<file path="config.mk">
export PLATFORM = sky130hd
export DESIGN_NAME = hash_cmd_deserializer
export DESIGN_NICKNAME = d
export VERILOG_FILES = /design/src/rtl/hash_cmd_deserializer.sv
export SDC_FILE = /design/constraint.sdc
export NUM_CORES = 1
export LEC_CHECK = 0
export ABC_CLOCK_PERIOD_IN_PS = 6550
export CAP_MARGIN = 25
export CORE_ASPECT_RATIO = 0.75
export CORE_MARGIN = 1.5
export CORE_UTILIZATION = 40
export CTS_CLUSTER_DIAMETER = 120
export DETAILED_ROUTE_END_ITERATION = 8
export PLACE_DENSITY = 0.71
export SYNTH_ARGS = -nofsm -noshare
export SYNTH_HDL_FRONTEND = slang
export SYNTH_SLANG_ARGS = --single-unit
</file>
<file path="constraint.sdc">
create_clock -name clk -period 6.55 [get_ports clk]
set_clock_uncertainty 0.2 [all_clocks]
set_input_delay 0.655 -clock clk [delete_from_list [all_inputs] [get_ports clk]]
set_output_delay 0.655 -clock clk [all_outputs]
set_load 0.1 [all_outputs]
</file>
<file path="src/rtl/hash_cmd_deserializer.sv">
// Packs little-endian 32-bit AXI-Stream beats into one {op, key, data} command for the hash table.
// Packets of the wrong length or with a non-one-hot op are dropped, flagged and counted.
module hash_cmd_deserializer #(
    parameter int  KEY_WIDTH  = 2,
    parameter int  DATA_WIDTH = 32,
    parameter int  OP_WIDTH   = 3,
    localparam int CMD_WIDTH  = OP_WIDTH + KEY_WIDTH + DATA_WIDTH,
    localparam int NBEATS     = (CMD_WIDTH + 31) / 32
) (
    input  logic                 clk,
    input  logic                 reset,
    input  logic [31:0]          s_axis_tdata,
    input  logic                 s_axis_tvalid,
    input  logic                 s_axis_tlast,
    output logic                 s_axis_tready,
    output logic [CMD_WIDTH-1:0] cmd_o,
    output logic                 valid_o,
    input  logic                 ready_i,
    output logic                 err_short_o,
    output logic                 err_long_o,
    output logic                 err_op_o,
    output logic [15:0]          drop_cnt_o
);

    localparam int CNT_W = (NBEATS > 1) ? $clog2(NBEATS) : 1;
    localparam logic [CNT_W-1:0] LAST_BEAT = CNT_W'(NBEATS - 1);

    typedef enum logic [1:0] {
        COLLECT = 2'd0,
        DISCARD = 2'd1,
        OUTPUT  = 2'd2
    } state_t;

    state_t                    state_q, state_d;
    logic [CNT_W-1:0]          beat_cnt_q, beat_cnt_d;
    logic [NBEATS-1:0][31:0]   beats_q, beats_d, beats_new;
    logic [NBEATS*32-1:0]      flat_new;
    logic [CMD_WIDTH-1:0]      cmd_q, cmd_d;
    logic                      valid_q, valid_d;
    logic                      err_short_q, err_short_d;
    logic                      err_long_q, err_long_d;
    logic                      err_op_q, err_op_d;
    logic [15:0]               drop_cnt_q, drop_cnt_d;
    logic [OP_WIDTH-1:0]       op_new;
    logic                      op_ok;
    logic                      drop;

    // The incoming beat is merged combinationally so the final beat can be checked and loaded in one cycle.
    always_comb begin
        beats_new             = beats_q;
        beats_new[beat_cnt_q] = s_axis_tdata;
    end

    assign flat_new = beats_new;
    assign op_new   = flat_new[CMD_WIDTH-1 -: OP_WIDTH];
    assign op_ok    = (op_new != '0) && ((op_new & (op_new - OP_WIDTH'(1))) == '0);

    always_comb begin
        state_d     = state_q;
        beat_cnt_d  = beat_cnt_q;
        beats_d     = beats_q;
        cmd_d       = cmd_q;
        valid_d     = valid_q;
        err_short_d = 1'b0;
        err_long_d  = 1'b0;
        err_op_d    = 1'b0;
        drop        = 1'b0;
        drop_cnt_d  = drop_cnt_q;
        case (state_q)
            COLLECT: begin
                if (s_axis_tvalid) begin
                    beats_d = beats_new;
                    if (beat_cnt_q != LAST_BEAT) begin
                        if (s_axis_tlast) begin
                            err_short_d = 1'b1;
                            drop        = 1'b1;
                            beat_cnt_d  = '0;
                        end else begin
                            beat_cnt_d = beat_cnt_q + CNT_W'(1);
                        end
                    end else if (!s_axis_tlast) begin
                        err_long_d = 1'b1;
                        drop       = 1'b1;
                        state_d    = DISCARD;
                    end else if (!op_ok) begin
                        err_op_d   = 1'b1;
                        drop       = 1'b1;
                        beat_cnt_d = '0;
                    end else begin
                        cmd_d   = flat_new[CMD_WIDTH-1:0];
                        valid_d = 1'b1;
                        state_d = OUTPUT;
                    end
                end
            end
            DISCARD: begin
                if (s_axis_tvalid && s_axis_tlast) begin
                    beat_cnt_d = '0;
                    state_d    = COLLECT;
                end
            end
            OUTPUT: begin
                if (ready_i) begin
                    valid_d    = 1'b0;
                    beat_cnt_d = '0;
                    state_d    = COLLECT;
                end
            end
            default: begin
                valid_d    = 1'b0;
                beat_cnt_d = '0;
                state_d    = COLLECT;
            end
        endcase
        if (drop && (drop_cnt_q != 16'hFFFF)) begin
            drop_cnt_d = drop_cnt_q + 16'd1;
        end
    end

    always_ff @(posedge clk or posedge reset) begin
        if (reset) begin
            state_q     <= COLLECT;
            beat_cnt_q  <= '0;
            beats_q     <= '0;
            cmd_q       <= '0;
            valid_q     <= 1'b0;
            err_short_q <= 1'b0;
            err_long_q  <= 1'b0;
            err_op_q    <= 1'b0;
            drop_cnt_q  <= '0;
        end else begin
            state_q     <= state_d;
            beat_cnt_q  <= beat_cnt_d;
            beats_q     <= beats_d;
            cmd_q       <= cmd_d;
            valid_q     <= valid_d;
            err_short_q <= err_short_d;
            err_long_q  <= err_long_d;
            err_op_q    <= err_op_d;
            drop_cnt_q  <= drop_cnt_d;
        end
    end

    assign s_axis_tready = (state_q == COLLECT) || (state_q == DISCARD);
    assign cmd_o         = cmd_q;
    assign valid_o       = valid_q;
    assign err_short_o   = err_short_q;
    assign err_long_o    = err_long_q;
    assign err_op_o      = err_op_q;
    assign drop_cnt_o    = drop_cnt_q;

endmodule

</file>
==> reports/results.tsv <==
metric	value	unit
Starting DRT DRC Count	182	
delay of the slowest critical-path stage	540	ps
Final #Nets	453	
Yosys cell types	37	
pin count of the biggest net entering global routing	61	
final setup vio count	0	
Cell Rows	32	
Syn Inst Count	318	
crit start category	input pin	
drt wl/cell	16.4	microns
Clock Sink Count	97	
area delta synth->final	31.7	%
share of cells above drive strength 1	20.5	%
crit path to	cmd_o[24]	
fillers	909	
CP arrival	3130	ps
Routability Congestion	0.794	
Post-CTS Hold Buffers	0	
diode count	0	
die width	124	microns
crit path launch	s_axis_tdata[4]	
Slowest-stage cell, CP	clkdlybuf4s50_1	
largest buffer count on any clock path	2	
WL final	9090	microns
# resized after CTS	0	
Via-to-Cell Ratio	5.12	
Seq/Total Area, Yosys	55.3	%
I/O pin count	95	
dominant synthesized flop cell	dfrtp_1	
clock insertion delay at the later pin of the skew report	340	ps
Cell Chain, Critical Path	clkdlybuf4s50_1, mux2i_2, xor2_1, nand2_1, a21oi_4, buf_4, mux2_1	
port buffer count	94	
FMAX	322	MHz
crit path time final	3110	ps
Mean Syn Cell Area	13.8	sq um
fin crit share	47.4	%
global-route wire length before repair	15100	microns
Mapped Area	4390	sq um
drt drc	0	
Post-synth EDFFs	0	
origin of the critical flop-to-flop path	beat_cnt_q	
post-CTS setup buffer count	0	
Root Driver	clkbuf_16	
TNS Setup	0	ps
Worst setup EP type	flip-flop	
flop2flop setup slack	3480	ps
die area	11600	sq um
final hold vios	0	
vias	2844	
cts bufs inserted	9	
critical path peak fanout	23	
Slew HR	29.9	%
YS warnings	0	
syn nets	356	
core area	10500	sq um
Max Cap Viol	0	
initial core utilization	41.8	%
TritonCTS clock tree	built	
status	finished clean	
Hold Path Class	flip-flop to flip-flop	
worst path required time	6570	ps
DP HPWL	6240	microns
Congestion Overflow GR	0	
Max Slew Vio Count	0	
die height	93.7	microns
Tightest Pin Transition	1050	ps
total iterations of the first detailed-routing run	4	
vias in the first global route	2984	
critical path class	input pin to flip-flop	
initial antenna violation count	0	
post-route ant nets	0	
clock transition at the registers of the reported paths	70	ps
multi-input logic area	1880	sq um
Seq cells post-synth	97	
RR Endpoint	cmd_o[24]	
Post-synth ARST share	100	%
r2r worst-path depth	6	
htree depth	3	
register area	2430	sq um
Tot GR Track Use	17.0	%
unrepaired setup endpoints after global routing	false	
==> placed cells by master, fill, tap and decap left out, types with 6 or more instances in the layout <==
cell and n:
o21ai_0 12, xnor2_1 6, mux2_2 58, nand4_1 6, nor2_1 8, dfrtp_1 96, clkdlybuf4s50_1 94, mux2_1 48
xor2_1 9, nand2_1 13, nand3_1 8, clkbuf_16 9
==> worst max-delay path: cells and delay by family <==
kind | cells | cell delay (ps)
xor+xnor | 1 | 190
buf+inv | 2 | 960
simple gates | 1 | 140
compound gates | 1 | 460
mux | 2 | 710
==> layer usage <==
| layer | vias up | GRT usage (%) | part of all wire [%] |
|---|---|---|---|
| met1 | 1405 | 23.5 | 48 |
| met4 | 0 | 3.60 | 1.2 |
| met5 | - | 0 | 0 |
| met2 | 85 | 25.4 | 44 |
| li1 | 1337 | - | - |
| met3 | 17 | 6.86 | 6.1 |
==> Yosys cell counts, types with 2 or more instances <==
master / count / area, sq um
clkbuf_1: 4 / 15.0
mux2_2: 58 / 653
mux2i_1: 2 / 20.0
nor3_2: 3 / 30.0
nor3_1: 2 / 10.0
nand3_1: 8 / 40.0
nor2_1: 9 / 33.8
xor2_1: 9 / 78.8
and2_1: 2 / 12.5
inv_1: 4 / 15.0
a31oi_1: 2 / 12.5
a21o_1: 2 / 15.0
and4bb_1: 2 / 25.0
buf_2: 5 / 25.0
o21ai_0: 12 / 60.1
nor2b_1: 2 / 12.5
nand4_1: 6 / 37.5
nand2_1: 13 / 48.8
a21oi_1: 3 / 15.0
xnor2_1: 6 / 52.6
mux2_1: 48 / 541
buf_6: 3 / 33.8
dfrtp_1: 97 / 2430
and3_1: 3 / 18.8
==> state kept, by name, summed over array words and instances, names as in the netlist, 2 cells and up <==
| name | count |
|---|---|
| state_q | 2 |
| beats_q | 37 |
| cmd_o | 37 |
| drop_cnt_o | 16 |
==> how the worst min path moves through the flow <==
stage	from	endpoint	cells after the start
floorplan	beats_q[10]	beats_q[10]	1
global placement	beats_q[6]	beats_q[6]	1
detailed placement	beats_q[11]	beats_q[11]	1
CTS	beats_q[31]	beats_q[31]	1
global route	beats_q[13]	beats_q[13]	1
finish	cmd_o[8]	cmd_o[8]	1
==> cell families (layout without fill, tap and decap cells) <==
family / Yosys count / count (layout) / synth area share (%)
AOI/OAI and AO/OA: 24 / 24 / 3.76
adders and majority gates: 1 / 1 / 0.285
DFF: 97 / 97 / 55.3
muxes: 110 / 110 / 28.5
and+or+nand+nor: 55 / 55 / 7.13
xor gates and xnor gates: 15 / 15 / 2.99
buffers and inverters: 16 / 118 / 2.02
==> stage by stage <==
stage / instance area, sq um / worst slack, ps / std cells / hold WS (ps) / utilization, %
after detailed placement: 5470 / 3060 / 539 / 271 / 52.2
after global routing: 5780 / 3220 / 556 / 303 / 55.1
final: 5780 / 3440 / 556 / 283 / 55.1
after floorplan: 4390 / 3160 / 318 / 252 / -
after CTS: 5760 / 3420 / 555 / 287 / 54.9
after global placement: 5450 / 3060 / 538 / 261 / 52.0
==> area by class of cell <==
cell class | count | area share [%]
timing repair buffer | 98 | 17.2
sequential | 97 | 42.0
multi-input combinational | 205 | 32.5
clock buffer | 12 | 4.09
clock inverter | 4 | 0.909
inverter | 4 | 0.303
tap | 136 | 2.94
Power is not shown: default switching activity piles up to over one toggle a cycle in this logic, so the estimate is an artifact.
